### config.mk
export PLATFORM = sky130hd
export DESIGN_NAME = mod13_count_monitor
export DESIGN_NICKNAME = d
export VERILOG_FILES = /design/src/rtl/mod13_count_monitor.sv
export SDC_FILE = /design/constraint.sdc
export NUM_CORES = 1
export LEC_CHECK = 0
export BUFFER_PORTS_ARGS = -buffer_cell sky130_fd_sc_hd__buf_2
export CAP_MARGIN = 20
export CORE_MARGIN = 1
export CORE_UTILIZATION = 45
export DETAILED_ROUTE_END_ITERATION = 12
export PLACE_DENSITY_LB_ADDON = 0.2
export SYNTH_ARGS = -nofsm -noshare
export SYNTH_HDL_FRONTEND = slang
export SYNTH_SLANG_ARGS = --single-unit
### constraint.sdc
create_clock -name clk -period 4.35 [get_ports clk]
set_input_delay 0.6525 -clock clk [delete_from_list [all_inputs] [get_ports clk]]
set_output_delay 0.6525 -clock clk [all_outputs]
set_load 0.01 [all_outputs]
### src/rtl/mod13_count_monitor.sv
`timescale 1ns/1ps
// Synchronises and de-glitches a mod-13 ripple counter, checks its sequence,
// counts wraps in BCD and drives a two-digit 7-segment display.
module mod13_count_monitor #(
    parameter int STABLE_CYCLES = 2
) (
    input  logic       clk,
    input  logic       rst,
    input  logic [3:0] cnt_in,
    input  logic       clr_err,
    output logic [3:0] cnt_val,
    output logic       cnt_upd,
    output logic       wrap,
    output logic [7:0] wraps_bcd,
    output logic       illegal,
    output logic       skip,
    output logic [6:0] seg_tens,
    output logic [6:0] seg_ones
);

    localparam logic [2:0] STABLE = 3'(STABLE_CYCLES);

    logic [3:0] s1_q, s2_q;
    logic [2:0] run_q, run_d;
    logic [3:0] val_q, val_d;
    logic       upd_q, upd_d;
    logic       wrap_q, wrap_d;
    logic [7:0] bcd_q, bcd_d;
    logic       ill_q, ill_d;
    logic       skip_q, skip_d;

    logic       accept;
    logic [3:0] nxt_exp;

    function automatic logic [6:0] seg7(input logic [3:0] d);
        case (d)
            4'd0:    seg7 = 7'h3F;
            4'd1:    seg7 = 7'h06;
            4'd2:    seg7 = 7'h5B;
            4'd3:    seg7 = 7'h4F;
            4'd4:    seg7 = 7'h66;
            4'd5:    seg7 = 7'h6D;
            4'd6:    seg7 = 7'h7D;
            4'd7:    seg7 = 7'h07;
            4'd8:    seg7 = 7'h7F;
            4'd9:    seg7 = 7'h6F;
            default: seg7 = 7'h00;
        endcase
    endfunction

    // Run length is updated on the same edge s2 loads, so it counts s2's age.
    always_comb begin
        run_d = run_q;
        if (s1_q != s2_q) begin
            run_d = 3'd1;
        end else if (run_q != STABLE) begin
            run_d = run_q + 3'd1;
        end
    end

    always_comb begin
        accept  = (run_q == STABLE) && (s2_q != val_q);
        nxt_exp = (val_q == 4'd12) ? 4'd0 : val_q + 4'd1;
        val_d   = accept ? s2_q : val_q;
        upd_d   = accept;
        wrap_d  = accept && (val_q == 4'd12) && (s2_q == 4'd0);
        ill_d   = (accept && (s2_q >= 4'd13)) || (ill_q && !clr_err);
        skip_d  = (accept && (s2_q < 4'd13) && (val_q < 4'd13) &&
                   (s2_q != nxt_exp)) || (skip_q && !clr_err);
    end

    always_comb begin
        bcd_d = bcd_q;
        if (wrap_d) begin
            if (bcd_q[3:0] == 4'd9) begin
                bcd_d[3:0] = 4'd0;
                bcd_d[7:4] = (bcd_q[7:4] == 4'd9) ? 4'd0 : bcd_q[7:4] + 4'd1;
            end else begin
                bcd_d[3:0] = bcd_q[3:0] + 4'd1;
            end
        end
    end

    always_ff @(posedge clk or posedge rst) begin
        if (rst) begin
            s1_q   <= 4'd0;
            s2_q   <= 4'd0;
            run_q  <= 3'd0;
            val_q  <= 4'd0;
            upd_q  <= 1'b0;
            wrap_q <= 1'b0;
            bcd_q  <= 8'h00;
            ill_q  <= 1'b0;
            skip_q <= 1'b0;
        end else begin
            s1_q   <= cnt_in;
            s2_q   <= s1_q;
            run_q  <= run_d;
            val_q  <= val_d;
            upd_q  <= upd_d;
            wrap_q <= wrap_d;
            bcd_q  <= bcd_d;
            ill_q  <= ill_d;
            skip_q <= skip_d;
        end
    end

    // Values 10-12 show a leading "1"; 13-15 show "E" with the tens blank.
    always_comb begin
        seg_tens = 7'h00;
        seg_ones = 7'h79;
        if (val_q < 4'd10) begin
            seg_ones = seg7(val_q);
        end else if (val_q < 4'd13) begin
            seg_tens = 7'h06;
            seg_ones = seg7(val_q - 4'd10);
        end
    end

    assign cnt_val   = val_q;
    assign cnt_upd   = upd_q;
    assign wrap      = wrap_q;
    assign wraps_bcd = bcd_q;
    assign illegal   = ill_q;
    assign skip      = skip_q;

endmodule

After elaboration in Yosys (flattened, before gate mapping)
Memories as Yosys holds them, arrays and structs flattened.
Cells that the tools add are included.
{ "totals": {"latch_bits": 0, "ff_bits": 27, "mem_bits_ro": 224, "n_memories": 2, "ram_bits": 0, "wordCells": 53} }
{ "memory_table": {"columns": ["memory", "words", "word_bits", "rd", "rd_ports_with_merged_regs", "wr", "line_no", "rtl"], "rows": [
  ["(no name shown)", 16, 7, 1, 0, 0, "36", "case (d)"],
  ["(no name shown)", 16, 7, 1, 0, 0, "36", null]
]} }
{ "classes": {"n_mux": 9, "eq_ne": 8, "n_shift": 0, "n_mul": 0, "bitwise": 0, "reduce_logical": 15, "order_cmp": 4, "n_addsub": 5, "n_div": 0} }
{ "ops": {"columns": ["operator", "n"], "rows": [
  ["$mux W7", 2],
  ["$add A4 B1 Y4 const B", 3],
  ["$eq A4 B4 Y1 const B", 3],
  ["$lt A4 B4 Y1 const B", 3],
  ["$mux W3", 4],
  ["$mux W4", 3],
  ["$ne A4 B4 Y1", 3],
  ["$logic_and A1 B1 Y1", 9],
  ["$ge A4 B4 Y1 const B", 1],
  ["$logic_not A4 Y1", 1],
  ["$sub A4 B4 Y4 const B", 1],
  ["$add A3 B1 Y3 const B", 1],
  ["$eq A3 B2 Y1 const B", 1],
  ["$ne A3 B2 Y1 const B", 1],
  ["$logic_or A1 B1 Y1", 2],
  ["$reduce_and A2 Y1", 1],
  ["$reduce_bool A2 Y1", 1],
  ["$logic_not A1 Y1", 1]
]} }

Longest topological paths before layout
Gate-level depths: netlist of run 1.
{ "depth": {"word_depth": 6, "mapped_depth": 8} }

Worst setup path after synthesis of run 1
OpenSTA, ideal clock, no wires.
{ "synth_path": {"kind": "register to output", "startpoint": "register val_q[1], in the netlist cnt_val[1]", "endpoint": "output port seg_ones[1]", "n_path_buf": 2, "t_arrival_ns": 2.055, "setup_slack_ns": 1.643, "stages_incl_launch_ff": 8, "cell_sequence": "dfrtp_1 -> clkbuf_1 -> inv_1 -> ha_1 -> clkbuf_1 -> xnor2_1 -> or3_1 -> a221o_1"} }
{ "synth_between": {"elab_chain_len": 4, "elab_cells_between_ends": 7, "classes_between": "add/sub: 1; order compare: 2; mux: 2; memory: 2"} }
{ "synth_rtl": {"columns": ["element", "line_no", "rtl"], "rows": [
  ["start: declaration", "25", "logic [3:0] val_q, val_d;"],
  ["start signal: assignment", "99", "val_q <= val_d;"],
  ["$sub A4 B4 Y4", "116", "seg_ones = seg7(val_q - 4'd10);"],
  ["$mem_v2 Z16 W7", null, null],
  ["$mux W7", "114", "end else if (val_q < 4'd13) begin"],
  ["$mux W7 *", "112", "if (val_q < 4'd10) begin"],
  ["end: declaration", "18", "output logic [6:0] seg_ones"]
]} }
Mark *: on every way between the ends. The rest lies on a longest branch, timed or not.

Final worst setup path of run 1
{ "layout_path": {"startpoint": "register val_q[2], in the netlist cnt_val[2]", "endpoint": "output port seg_ones[1]"} }
Same word-level chain as after synthesis.

==> results of run 1 <==
[how the worst max path moves through the flow]
stage | endpoint | depth (start not counted) | from
2_1_floorplan | seg_ones[1] | 7 | cnt_val[1]
3_3_place_gp | seg_ones[1] | 6 | cnt_val[2]
3_5_place_dp | seg_ones[1] | 6 | cnt_val[2]
4_1_cts | seg_ones[1] | 6 | cnt_val[2]
5_1_grt | seg_ones[3] | 7 | cnt_val[2]
6_report | seg_ones[1] | 6 | cnt_val[2]
[sequential cells by signal (all words and copies together) (netlist names)]
| signal | count |
|---|---|
| cnt_upd | 1 |
| cnt_val | 4 |
| illegal | 1 |
| run_q | 3 |
| s1_q | 4 |
| s2_q | 4 |
| skip | 1 |
| wrap | 1 |
| wraps_bcd | 8 |
[worst register-to-register path, cell delays in order (launching register included)]
cell and delay (ps):
dfrtp_1 570, inv_1 190, ha_1 360, nand3_1 250, or3_4 480, or4_1 480, nand2_1 80
[per-layer routing]
metal	vias to the layer above	track usage	share of wire	wire, um
li1	715	-	-	-
met1	670	0.268	0.52	1850
met2	23	0.278	0.44	1570
met3	4	0.0382	0.032	115
met4	0	0.0408	0.0062	22
met5	-	0	0	0
[stage by stage]
| step | area (um2) | util |
|---|---|---|
| floorplan | 1820 | - |
| global placement | 1940 | 0.519 |
| detailed placement | 1940 | 0.519 |
| CTS | 1990 | 0.531 |
| global route | 2020 | 0.538 |
| finish | 2020 | 0.538 |
[final cells by class]
cell class	count	area share
Multi-Input combinational cell	142	0.502
Sequential cell	27	0.335
Clock buffer	4	0.0223
Inverter	11	0.0205
Timing Repair Buffer	32	0.0906
Tap cell	48	0.0298
[cells by family (layout without fill, tap and decap cells)]
logic type                 count (synthesis)  after routing  synth area share
and+or+nand+nor                           64             64             0.207
AOI/OAI and AO/OA                         42             42             0.165
buffers and inverters                     28             47            0.0754
DFF                                       27             27             0.374
xor gates and xnor gates                  17             17            0.0824
adders and majority gates                 11             11            0.0761
muxes                                      3              3            0.0187
other                                      1              5           0.00207
[layout by cell type (no fill, tap or decap), types with 5 or more instances in the layout]
cell / n
a21oi_1: 8
ha_1: 11
dfrtp_1: 27
nor3_1: 6
nand2b_1: 5
nand2_1: 13
inv_1: 10
buf_2: 31
conb_1: 5
nor2b_1: 11
xor2_1: 13
nor4_1: 6
[power groups by stage]
stage                     sequential, mW  combinational, mW  clock [mW]
after floorplan                    0.280              0.170           0
after global placement             0.298              0.203           0
after detailed placement           0.298              0.203           0
after CTS                          0.293              0.204       0.148
after global routing               0.297              0.232       0.155
final                              0.293              0.207       0.141
==> results.py, run 1 <==
metrics = {
    "floorplan": {
        "io_pins": 37,
        "die_area_mm2": 0.00428,
        "design.core.area_mm2": 0.00374,
        "die-width_um": 65.4,
        "num_rows": 22,
        "die_y_um": 65.4,
        "start_util": 0.483,
    },
    "critical_path": {
        "cp_slowest_stage_delay_ps": 780,
        "critPathRequiredTime_ps": 3700,
        "worstReg2RegStart": "cnt_val[1]",
        "critical-path-top-delay-family": "flip-flops",
        "crit_buf_inv": 2,
        "r2r-end": "wraps_bcd[1]",
        "ff2ff_path_depth": 6,
        "worstPathArrival_ps": 2620,
        "end_kind": "output pin",
        "path_cells": "inv_1, ha_1, xnor2_1, or3_1, a221o_1, buf_2",
        "start_kind": "flop",
        "cp_max_fo": 23,
        "crit_type": "reg -> out",
        "cp_slowest_cell": "dfrtp_1",
        "r2r_setup_slack_ps": 1880,
    },
    "timing": {
        "rsz0062_at_grt": "no",
        "hold-worst-slack_ps": 336,
        "hold_viol_final": 0,
        "fmax_mhz": 305,
        "min_period_ps": 3280,
        "tns_ps": 0,
        "slew_headroom": 0.517,
        "slew_viol_final": 0,
        "final-setup-viol-count": 0,
        "period_share": 0.753,
        "worst_pin_slew_ps": 725,
        "fin_ws_ps": 1070,
        "skew_ps": 4.81,
    },
    "cells_and_area": {
        "stdcell_count": 264,
        "fillerInstances": 377,
        "syn2layout_area_growth_pct": 11.5,
        "drive_above_1_share": 0.204,
        "fin_nets": 235,
        "regArea_um2": 676,
        "num_antenna_cells": 0,
        "multi_input_area_mm2": 0.00101,
    },
    "power": {
        "swShare": 0.351,
        "comb_power_share": 0.323,
        "clockPowerShare": 0.220,
        "internal_power_mw": 0.416,
        "vdd_drop_max_mv": 0.205,
        "power.static_leakage_nw": 0.953,
        "p_switching_mw": 0.225,
        "total_power_mw": 0.642,
        "power_density_mw_per_mm2": 318,
        "power_frac_seq": 0.457,
    },
    "logic_synthesis": {
        "ys_warn_count": 0,
        "synth_top_cell_area_share": 0.374,
        "synth_commonest_cells": "dfrtp_1, nand2_1, xor2_1, ha_1, nor2b_1",
        "synthCells": 193,
        "ys_seq_area_frac": 0.374,
        "synth_area_per_cell_um2": 9.37,
        "synthArstFlopShare": 1.00,
        "netlist_top_cells_area": "dfrtp_1, ha_1, xor2_1, nor2b_1, nand2_1",
        "synth_most_common_cell": "dfrtp_1",
        "ys.flop_type": "dfrtp_1",
        "synth.distinct_cells": 51,
        "synth_top_cell_by_area": "dfrtp_1",
        "synth_edf_count": 0,
        "synth-seq-cells": 27,
        "synth_area_mm2": 0.00181,
    },
    "cts": {
        "root_buffer": "clkbuf_8",
        "h-tree-depth": 1,
        "post_cts_buffers": 0,
        "cts.sinks": 27,
        "clockBufferDepth": 2,
        "cts_hold_buffers": 0,
        "cts_buffers": 3,
        "clk_latency_ps": 270,
        "cts_tree": "done",
        "clk_pin_slew_ps": 90,
        "post_cts_resized": 0,
    },
    "global_routing": {
        "grt_start_max_net_pins": 28,
        "grt_pass1_wl_um": 6090,
        "antenna_found_initial": 0,
        "grt_pass1_vias": 1286,
        "overflow": 0,
        "track_usage": 0.184,
    },
    "placement": {
        "port_buffers": 31,
        "dp_slack_ps": 1410,
        "hpwl_um": 2490,
        "globalplace.congestion": 0.795,
        "place_inst": 259,
    },
    "route": {
        "ant_nets": 0,
        "routed_wl_um": 3560,
        "drtIter0Drc": 95,
        "wl_per_cell_um": 13.5,
        "drc": 0,
        "via_per_inst": 5.35,
        "route.vias.total": 1412,
        "first_pass_iters": 4,
    },
    "hold_path": {
        "hp-class": "in -> async",
    },
    "outcome": {
        "status": "complete, no violations",
    },
    "job": {
        "cap_violations": 0,
    },
}
Power figures use the tool's default switching activity.
==> inputs of run 2 (changes only) <==
==> constraint.sdc (replaced) <==
create_clock -name clk -period 3 [get_ports clk]
set_input_delay 0.45 -clock clk [delete_from_list [all_inputs] [get_ports clk]]
set_output_delay 0.45 -clock clk [all_outputs]
set_load 0.01 [all_outputs]
==> run 2 against run 1 <==
Sequential share of layout area fell by 0.31 points. Utilization rose by 0.50 points. Wire length fell by 1.9%. Global-route usage grew 0.12 points. Critical path depth shrank 1. Non-clock buffer count is 2 higher. Combinational power is 56% higher. Worst setup slack worse by 780 ps. Count of clock-buffer cells in the layout is 1 lower. Register-to-register slack worse by 1300 ps. Sequential cell count unchanged. Largest power group unchanged.
==> results.py, run 2 (synthesis gave the netlist of run 1 again) <==
metrics = {
    "outcome": {
        "status": "complete, no violations",
    },
    "critical_path": {
        "crit_end": "seg_ones[1]",
        "critPathRequiredTime_ps": 2550,
        "cp_slowest_stage_delay_ps": 530,
        "r2r_setup_slack_ps": 610,
        "crit_type": "reg -> out",
        "worstReg2RegStart": "cnt_val[0]",
        "crit_start": "cnt_val[0]",
        "cp_slowest_cell": "dfrtp_1",
        "path_cells": "inv_1, ha_1, or3_1, a221o_1, buf_2",
        "start_kind": "flop",
        "cp_max_fo": 10,
        "worstPathArrival_ps": 2250,
        "end_kind": "output pin",
        "r2r-end": "wraps_bcd[1]",
        "ff2ff_path_depth": 6,
    },
    "global_routing": {
        "grt_pass1_wl_um": 6220,
        "track_usage": 0.185,
        "antenna_found_initial": 0,
        "grt_pass1_vias": 1380,
        "grt_start_max_net_pins": 28,
        "overflow": 0,
    },
    "timing": {
        "min_period_ps": 2700,
        "slew_viol_final": 0,
        "hold-worst-slack_ps": 169,
        "final-setup-viol-count": 0,
        "skew_ps": 9.12,
        "tns_ps": 0,
        "hold_viol_final": 0,
        "fmax_mhz": 370,
        "slew_headroom": 0.530,
        "rsz0062_at_grt": "no",
        "worst_pin_slew_ps": 704,
        "period_share": 0.901,
        "fin_ws_ps": 297,
    },
    "placement": {
        "port_buffers": 31,
        "globalplace.congestion": 0.789,
        "dpl_cell_area_mm2": 0.00196,
        "hpwl_um": 2480,
        "dp_slack_ps": 567,
    },
    "route": {
        "via_per_inst": 5.36,
        "routed_wl_um": 3490,
        "route.vias.total": 1426,
        "first_pass_iters": 4,
        "drtIter0Drc": 136,
        "drc": 0,
        "wl_per_cell_um": 13.1,
        "ant_nets": 0,
    },
    "cts": {
        "cts_hold_buffers": 0,
        "post_cts_resized": 0,
        "clk_pin_slew_ps": 90,
        "clockBufferDepth": 2,
        "cts.sinks": 27,
        "clk_latency_ps": 280,
        "post_cts_buffers": 0,
        "cts_buffers": 3,
        "cts_tree": "done",
        "h-tree-depth": 1,
        "root_buffer": "clkbuf_8",
    },
    "power": {
        "clockPowerShare": 0.223,
        "comb_power_share": 0.343,
        "power_density_mw_per_mm2": 461,
        "vdd_drop_max_mv": 0.242,
        "power_frac_seq": 0.433,
        "p_switching_mw": 0.330,
        "power.static_leakage_nw": 0.963,
        "swShare": 0.352,
        "internal_power_mw": 0.608,
    },
    "cells_and_area": {
        "final_cell_mix": "buf_2, dfrtp_1, nand2_1, xor2_1",
        "fin_nets": 237,
        "fillerInstances": 367,
        "design_area_mm2": 0.00203,
        "syn2layout_area_growth_pct": 12.5,
        "drive_above_1_share": 0.216,
        "final_common_cell": "buf_2",
        "num_antenna_cells": 0,
        "largest_register_ffs": 8,
    },
    "floorplan": {
        "die-width_um": 65.4,
        "die_area_mm2": 0.00428,
        "num_rows": 22,
        "die_y_um": 65.4,
        "design.core.area_mm2": 0.00374,
        "start_util": 0.483,
        "io_pins": 37,
    },
    "job": {
        "cap_violations": 0,
    },
    "hold_path": {
        "hp-class": "in -> async",
    },
}
-- run 2: changes by cell type in the layout (fill, tap and decap cells not counted), sizes merged --
cell	delta
clkinvlp	+1
clkbuf	-1
buf	+2
-- run 2: area by class of cell --
type	instances	area (um2)	area share
timing repair buffer	34	198	0.0972
multi-input combinational	142	1010	0.497
clock inverter	1	7.51	0.00369
clock buffer	3	41.3	0.0203
inverter	11	41.3	0.0203
tap	48	60.1	0.0295
sequential	27	676	0.332
-- run 2: power by group through the flow --
stage	clock, mW	sequential [mW]	combinational [mW]
after floorplan	0	0.406	0.246
after global placement	0	0.413	0.319
after detailed placement	0	0.414	0.316
after CTS	0.218	0.407	0.317
after global routing	0.234	0.411	0.364
final	0.210	0.407	0.322
-- run 2: metal layers --
metal / wire length, um / track usage / vias up
met3: 160 / 0.0434 / 5
li1: - / - / 724
met1: 1730 / 0.258 / 666
met2: 1560 / 0.290 / 31
met4: 38 / 0.0408 / 0
met5: 0 / 0 / -
-- run 2: worst min-delay path by stage --
stage	end	slack (ps)	cells past startpoint
4_1_cts	s1_q[1]	270	1
3_5_place_dp	s2_q[3]	380	0
5_1_grt	s2_q[0]	210	2
6_report	s1_q[0]	170	2
3_3_place_gp	s2_q[0]	380	0
2_1_floorplan	s2_q[3]	370	0
-- run 2: critical path, delay by kind of cell, from the launching register on --
family                     cells  cell delay (ps)
buffers and inverters          2              310
adders and majority gates      1              420
and+or+nand+nor                1              400
AOI/OAI and AO/OA              1              310
DFF                            1              530
-- run 2: through the flow --
| stage | util | power, mW | cells |
|---|---|---|---|
| 2_1_floorplan | - | 0.652 | 197 |
| 3_5_place_dp | 0.523 | 0.729 | 261 |
| 4_1_cts | 0.536 | 0.942 | 265 |
| 3_3_place_gp | 0.523 | 0.732 | 261 |
| 5_1_grt | 0.543 | 1.01 | 266 |
| 6_report | 0.543 | 0.938 | 266 |
